--- src/rtl/quad_paddle_frontend_pkg.sv ---
// Shared encodings for the quadrature paddle front end: Gray state codes,
// step direction codes, error counter width and the transition classifier.
// Used by quad_paddle_frontend; carries no logic of its own.
package quad_paddle_frontend_pkg;

    // 2-bit {A,B} encoder states
    localparam logic [1:0] S00 = 2'b00;
    localparam logic [1:0] S01 = 2'b01;
    localparam logic [1:0] S11 = 2'b11;
    localparam logic [1:0] S10 = 2'b10;

    // step_dir encoding
    localparam logic DIR_INC = 1'b1;
    localparam logic DIR_DEC = 1'b0;

    localparam int ERR_CNT_W = 8;

    typedef enum logic [1:0] {
        TR_NONE,
        TR_INC,
        TR_DEC,
        TR_ERR
    } trans_e;

    // Classify one filtered-state transition. Forward order is
    // 00->01->11->10->00; any change of both bits at once is illegal.
    function automatic trans_e classifyTransition(input logic [1:0] prevState,
                                                  input logic [1:0] curState);
        trans_e t;
        t = TR_ERR;
        case ({prevState, curState})
            {S00, S00}, {S01, S01}, {S11, S11}, {S10, S10}: t = TR_NONE;
            {S00, S01}, {S01, S11}, {S11, S10}, {S10, S00}: t = TR_INC;
            {S00, S10}, {S10, S11}, {S11, S01}, {S01, S00}: t = TR_DEC;
            default:                                        t = TR_ERR;
        endcase
        return t;
    endfunction

endpackage

--- src/rtl/quad_glitch_filter.sv ---
// Purpose: 2-flop synchroniser followed by a stability counter for one encoder pin.
// Latency: a held pin change reaches dout at edge 2+FILT_CYCLES after it is first captured.
// Backpressure: none; free-running, pulses shorter than FILT_CYCLES cycles are dropped.
//
// Ports: clk, rst_n (async active-low), din (raw asynchronous pin), dout (filtered level).
module quad_glitch_filter #(
    parameter int FILT_CYCLES = 4
) (
    input  logic clk,
    input  logic rst_n,
    input  logic din,
    output logic dout
);

    localparam int CNT_W = (FILT_CYCLES < 2) ? 1 : $clog2(FILT_CYCLES + 1);
    localparam logic [CNT_W-1:0] CNT_LAST = CNT_W'(FILT_CYCLES - 1);

    logic syncS1;
    logic syncS2;
    logic [CNT_W-1:0] stableCnt;
    logic filtered;

    always_ff @(posedge clk or negedge rst_n) begin
        if (!rst_n) begin
            syncS1    <= 1'b0;
            syncS2    <= 1'b0;
            stableCnt <= '0;
            filtered  <= 1'b0;
        end else begin
            syncS1 <= din;
            syncS2 <= syncS1;
            if (syncS2 == filtered) begin
                stableCnt <= '0;
            end else if (stableCnt == CNT_LAST) begin
                // This edge is the FILT_CYCLES-th consecutive differing sample.
                filtered  <= syncS2;
                stableCnt <= '0;
            end else begin
                stableCnt <= stableCnt + 1'b1;
            end
        end
    end

    assign dout = filtered;

endmodule

--- src/rtl/quad_paddle_frontend.sv ---
// Purpose: filters and decodes the paddle quadrature pins into a saturating position.
// Latency: a held pin change shows on position/step_valid at edge 3+FILT_CYCLES.
// Backpressure: none; outputs are one-cycle pulses and registered levels.
//
// Ports: clk, rst_n, quadA/quadB (raw pins), frame_tick (frame pulse),
//        position, step_valid, step_dir, quad_err, err_count, velocity.
// Optional macro QUAD_VELOCITY_EN enables the per-frame signed velocity
// accumulator; without it velocity is tied to 0 and frame_tick is unused.
module quad_paddle_frontend
    import quad_paddle_frontend_pkg::*;
#(
    parameter int POS_W       = 9,
    parameter int POS_MIN     = 0,
    parameter int POS_MAX     = 511,
    parameter int POS_INIT    = 256,
    parameter int FILT_CYCLES = 4,
    parameter int VEL_W       = 8
) (
    input  logic                 clk,
    input  logic                 rst_n,
    input  logic                 quadA,
    input  logic                 quadB,
    input  logic                 frame_tick,
    output logic [POS_W-1:0]     position,
    output logic                 step_valid,
    output logic                 step_dir,
    output logic                 quad_err,
    output logic [ERR_CNT_W-1:0] err_count,
    output logic [VEL_W-1:0]     velocity
);

    localparam logic [POS_W-1:0] P_MIN  = POS_W'(POS_MIN);
    localparam logic [POS_W-1:0] P_MAX  = POS_W'(POS_MAX);
    localparam logic [POS_W-1:0] P_INIT = POS_W'(POS_INIT);

    // The first decode must see a filtered value that already reflects the
    // pins held since reset, so arming waits out the full filter latency.
    localparam int ARM_W = $clog2(FILT_CYCLES + 4);
    localparam logic [ARM_W-1:0] ARM_LAST = ARM_W'(FILT_CYCLES + 2);

    logic filtA;
    logic filtB;
    logic [1:0] curState;
    logic [1:0] prevState;
    logic armed;
    logic [ARM_W-1:0] armCnt;
    trans_e trans;

    quad_glitch_filter #(.FILT_CYCLES(FILT_CYCLES)) uFiltA (
        .clk   (clk),
        .rst_n (rst_n),
        .din   (quadA),
        .dout  (filtA)
    );

    quad_glitch_filter #(.FILT_CYCLES(FILT_CYCLES)) uFiltB (
        .clk   (clk),
        .rst_n (rst_n),
        .din   (quadB),
        .dout  (filtB)
    );

    assign curState = {filtA, filtB};
    assign trans    = classifyTransition(prevState, curState);

    always_ff @(posedge clk or negedge rst_n) begin
        if (!rst_n) begin
            prevState  <= S00;
            armed      <= 1'b0;
            armCnt     <= '0;
            position   <= P_INIT;
            step_valid <= 1'b0;
            step_dir   <= 1'b0;
            quad_err   <= 1'b0;
            err_count  <= '0;
        end else begin
            prevState  <= curState;
            step_valid <= 1'b0;
            quad_err   <= 1'b0;
            if (!armed) begin
                if (armCnt == ARM_LAST) begin
                    armed <= 1'b1;
                end else begin
                    armCnt <= armCnt + 1'b1;
                end
            end else begin
                unique case (trans)
                    TR_INC: begin
                        step_valid <= 1'b1;
                        step_dir   <= DIR_INC;
                        if (position < P_MAX) position <= position + 1'b1;
                    end
                    TR_DEC: begin
                        step_valid <= 1'b1;
                        step_dir   <= DIR_DEC;
                        if (position > P_MIN) position <= position - 1'b1;
                    end
                    TR_ERR: begin
                        quad_err <= 1'b1;
                        if (err_count != {ERR_CNT_W{1'b1}}) err_count <= err_count + 1'b1;
                    end
                    default: ;
                endcase
            end
        end
    end

`ifdef QUAD_VELOCITY_EN
    localparam logic signed [VEL_W-1:0] VEL_LIM = {1'b0, {(VEL_W-1){1'b1}}};
    localparam logic signed [VEL_W-1:0] VEL_NEG = -VEL_LIM;

    logic signed [VEL_W-1:0] velAcc;
    logic signed [VEL_W-1:0] velAccNext;
    logic signed [VEL_W-1:0] velBase;
    logic signed [VEL_W-1:0] velReg;

    // A step landing on frame_tick belongs to the new window.
    always_comb begin
        velBase    = frame_tick ? '0 : velAcc;
        velAccNext = velBase;
        if (step_valid) begin
            if (step_dir == DIR_INC) begin
                if (velBase != VEL_LIM) velAccNext = velBase + 1'b1;
            end else begin
                if (velBase != VEL_NEG) velAccNext = velBase - 1'b1;
            end
        end
    end

    always_ff @(posedge clk or negedge rst_n) begin
        if (!rst_n) begin
            velAcc <= '0;
            velReg <= '0;
        end else begin
            velAcc <= velAccNext;
            if (frame_tick) velReg <= velAcc;
        end
    end

    assign velocity = velReg;
`else
    logic unusedFrameTick;
    assign unusedFrameTick = frame_tick;
    assign velocity        = '0;
`endif

endmodule

--- config.mk ---
export PLATFORM = sky130hd
export DESIGN_NAME = quad_paddle_frontend
export DESIGN_NICKNAME = d
export VERILOG_FILES = /design/src/rtl/quad_paddle_frontend_pkg.sv /design/src/rtl/quad_glitch_filter.sv /design/src/rtl/quad_paddle_frontend.sv
export SDC_FILE = /design/constraint.sdc
export NUM_CORES = 1
export LEC_CHECK = 0
export BUFFER_PORTS_ARGS = -buffer_cell sky130_fd_sc_hd__buf_2
export CAP_MARGIN = 30
export CORE_MARGIN = 3
export CORE_UTILIZATION = 56
export DETAILED_ROUTE_END_ITERATION = 7
export GPL_TIMING_DRIVEN = 0
export PLACE_DENSITY = 0.88
export SLEW_MARGIN = 10
export SYNTH_ARGS = -nofsm -noshare
export SYNTH_HDL_FRONTEND = slang
export SYNTH_SLANG_ARGS = --single-unit
--- constraint.sdc ---
create_clock -name clk -period 3.25 [get_ports clk]
set_input_delay 0.975 -clock clk [delete_from_list [all_inputs] [get_ports clk]]
set_output_delay 0.975 -clock clk [all_outputs]
set_load 0.05 [all_outputs]
==> results.yml <==
run_status:
  outcome: "finished clean"
route:
  postRouteAntennaNets: 0
  finalWirelength_mm: 3.36
  vias: 1424
  drt_first_pass_iters: 4
  wl_per_cell_um: 12.8
  drt-initial-drc-count: 139
  viasPerCell: 5.44
  remaining_drc_errors: 0
cts:
  insertion_delay_ps: 340
  cts_tree: "yes"
  cts_root_buffer: "clkbuf_4"
  post_cts_buffers: 0
  cts_resized: 0
  cts_sinks: 38
  clockBufferDepth: 2
  cts_hold_buffers: 0
  htree_levels: 2
  clk_pin_slew_ps: 120
  cts_buffers: 5
sta:
  period_share_pct: 89.8
  skew_ps: 20.5
  timing.final.crit_period_ps: 2920
  tns_ps: 0
  tightest_slew_ps: 791
  finalSetupViolCount: 0
  rsz0062_at_grt: "no"
  fin_ws_ps: 330
  hold_violations: 0
  drv_slew: 0
  fmax_mhz: 342
  relSlewSlack_pct: 47.2
min_path:
  hp-class: "reg -> reg"
  min_path_cells: 0
worst_setup_path:
  crit_slowest_cell: "dfrtp_1"
  reg2reg_from: "prevState[1]"
  r2r_setup_slack_ps: 330
  crit_path_cell_trace: "nor2b_1 > o21ai_0 > o21ai_1 > ha_1 > buf_4 > xor2_1 > ha_1 > and3b_1 > o21ai_1 > a21oi_1 > and3b_1 > mux2_4"
  path_class: "reg -> reg"
  crit_start: "prevState[1]"
  critPathMaxStageDelay_ps: 450
  endpoint_kind: "flop"
  cp.required_ps: 3490
  crit_arrival_ps: 3160
  r2r_cells: 12
  rr_endpoint: "position[4]"
  start_kind: "flop"
  endpoint: "position[4]"
  critPathMaxFanout: 10
synthesis:
  synth_cells: 180
  synth_flop_cell: "dfrtp_1"
  synth.area.top_cells: "dfrtp_1 46%, ha_1 6.2%, xnor2_1 4.8%"
  yosysSeqAreaShare_pct: 47.3
  synth_area_mm2: 0.00201
  synth_edf_count: 0
  syn_avg_cell_area_um2: 11.2
  synth_top_area_cell: "dfrtp_1"
  synth_seq_cells: 38
  synth_top_area_share_pct: 46.0
  synth_cell_types: 52
  synth-async-reset-ratio_pct: 100
  yosys_warnings: 0
grt:
  grt_usage_pct: 17.6
  grt_pass1_wl_mm: 5.86
  antenna_found_initial: 0
  grt_pass1_vias: 1281
  grt_max_degree: 39
  grt-ovfl-total: 0
cells_and_area:
  layout_common_cells: "37 x dfrtp_1, 25 x buf_2, 11 x xnor2_1"
  layout_commonest_cell: "dfrtp_1"
  fin_nets: 232
  syn_to_final_growth_pct: 12.4
  drive_gt1_share_pct: 26.4
  fillers: 256
  diodes: 0
floorplanning:
  start_util_pct: 59.4
  row_count: 21
  die_area_mm2: 0.00435
  core_area_mm2: 0.00339
  io_pins: 33
  chipWidth_um: 66.0
  die_y_um: 66.0
place:
  io_buffers: 23
  gp_congestion: 0.863
  pre_cts_slack_ps: 241
  place.detailed.hpwl_mm: 2.43
run:
  drv_cap: 0
==> how the worst min path moves through the flow <==
stage                  start            end  slack (ps)
2_1_floorplan  uFiltA.syncS1  uFiltA.syncS2         330
3_5_place_dp   uFiltB.syncS1  uFiltB.syncS2         340
3_3_place_gp   uFiltA.syncS1  uFiltA.syncS2         340
5_1_grt        uFiltB.syncS1  uFiltB.syncS2         370
4_1_cts        uFiltB.syncS1  uFiltB.syncS2         360
6_report       uFiltB.syncS1  uFiltB.syncS2         360
==> synth_stat cells (2+ instances only) <==
| cell | count |
|---|---|
| nor2b_1 | 5 |
| o21a_1 | 2 |
| o21ai_0 | 6 |
| nor4b_1 | 2 |
| nand2_1 | 9 |
| nor3_1 | 3 |
| nand4_1 | 5 |
| dfrtp_1 | 37 |
| mux2_2 | 3 |
| o211ai_1 | 2 |
| buf_4 | 10 |
| nor3b_1 | 6 |
| nor2_1 | 9 |
| ha_1 | 10 |
| buf_2 | 2 |
| o21ai_1 | 3 |
| nand2b_1 | 2 |
| inv_1 | 5 |
| xnor2_1 | 11 |
| xor2_1 | 9 |
| and3b_1 | 3 |
| a21oi_1 | 5 |
| mux2i_1 | 2 |
==> final cells by class <==
class,instances,area (um^2),share of cell area (%)
Sequential cell,38,952,42.1
Timing Repair Buffer,23,115,5.09
Buffer,13,96.3,4.26
Clock buffer,6,51.3,2.27
Tap cell,46,57.6,2.54
Inverter,6,22.5,0.995
Multi-Input combinational cell,130,968,42.8
==> logic make-up (layout without fill, tap and decap cells) <==
group	Yosys count	in the layout	synth area share, %
buffers and inverters	19	48	5.90
DFF	38	38	47.3
muxes	7	7	3.98
other	1	8	0.186
AOI/OAI and AO/OA	32	32	11.9
adders and majority gates	10	10	6.22
xor gates and xnor gates	20	20	8.70
and+or+nand+nor	53	53	15.8
==> flip-flops by register name (all words and copies together), names as in the netlist, 2 cells and up <==
signal            count
uFiltA.stableCnt      3
position              9
prevState             2
uFiltB.stableCnt      3
err_count             8
armCnt                3
==> metrics by stage <==
| step | cells | utilization, % | hold WS [ps] | area, um^2 |
|---|---|---|---|---|
| finish | 262 | 66.8 | 357 | 2260 |
| global route | 262 | 66.8 | 368 | 2260 |
| CTS | 262 | 66.8 | 359 | 2260 |
| detailed placement | 256 | 65.3 | 336 | 2210 |
| global placement | 256 | 65.3 | 336 | 2210 |
| floorplan | 187 | - | 331 | 2040 |
==> critical path, delay by kind of cell, from the launching register on <==
family                   cells  cell delay [ps]
buffers and inverters        1              190
multiplexers                 1              300
flip-flops                   1              450
XOR/XNOR                     1              160
AND/OR/NAND/NOR              3              600
adder cells (fa/ha/maj)      2              510
AO/OA/AOI/OAI                4              620
==> metal layers <==
layer	routed length (um)	share of wire, %	up-vias	GRT usage [%]
met5	0	0	-	0
met4	19	0.57	0	5.84
met3	173	5.1	2	4.59
met2	1630	48	36	26.8
met1	1540	46	691	24.5
li1	-	-	695	-
Power is not shown: default switching activity piles up to over one toggle a cycle in this logic, so the estimate is an artifact.
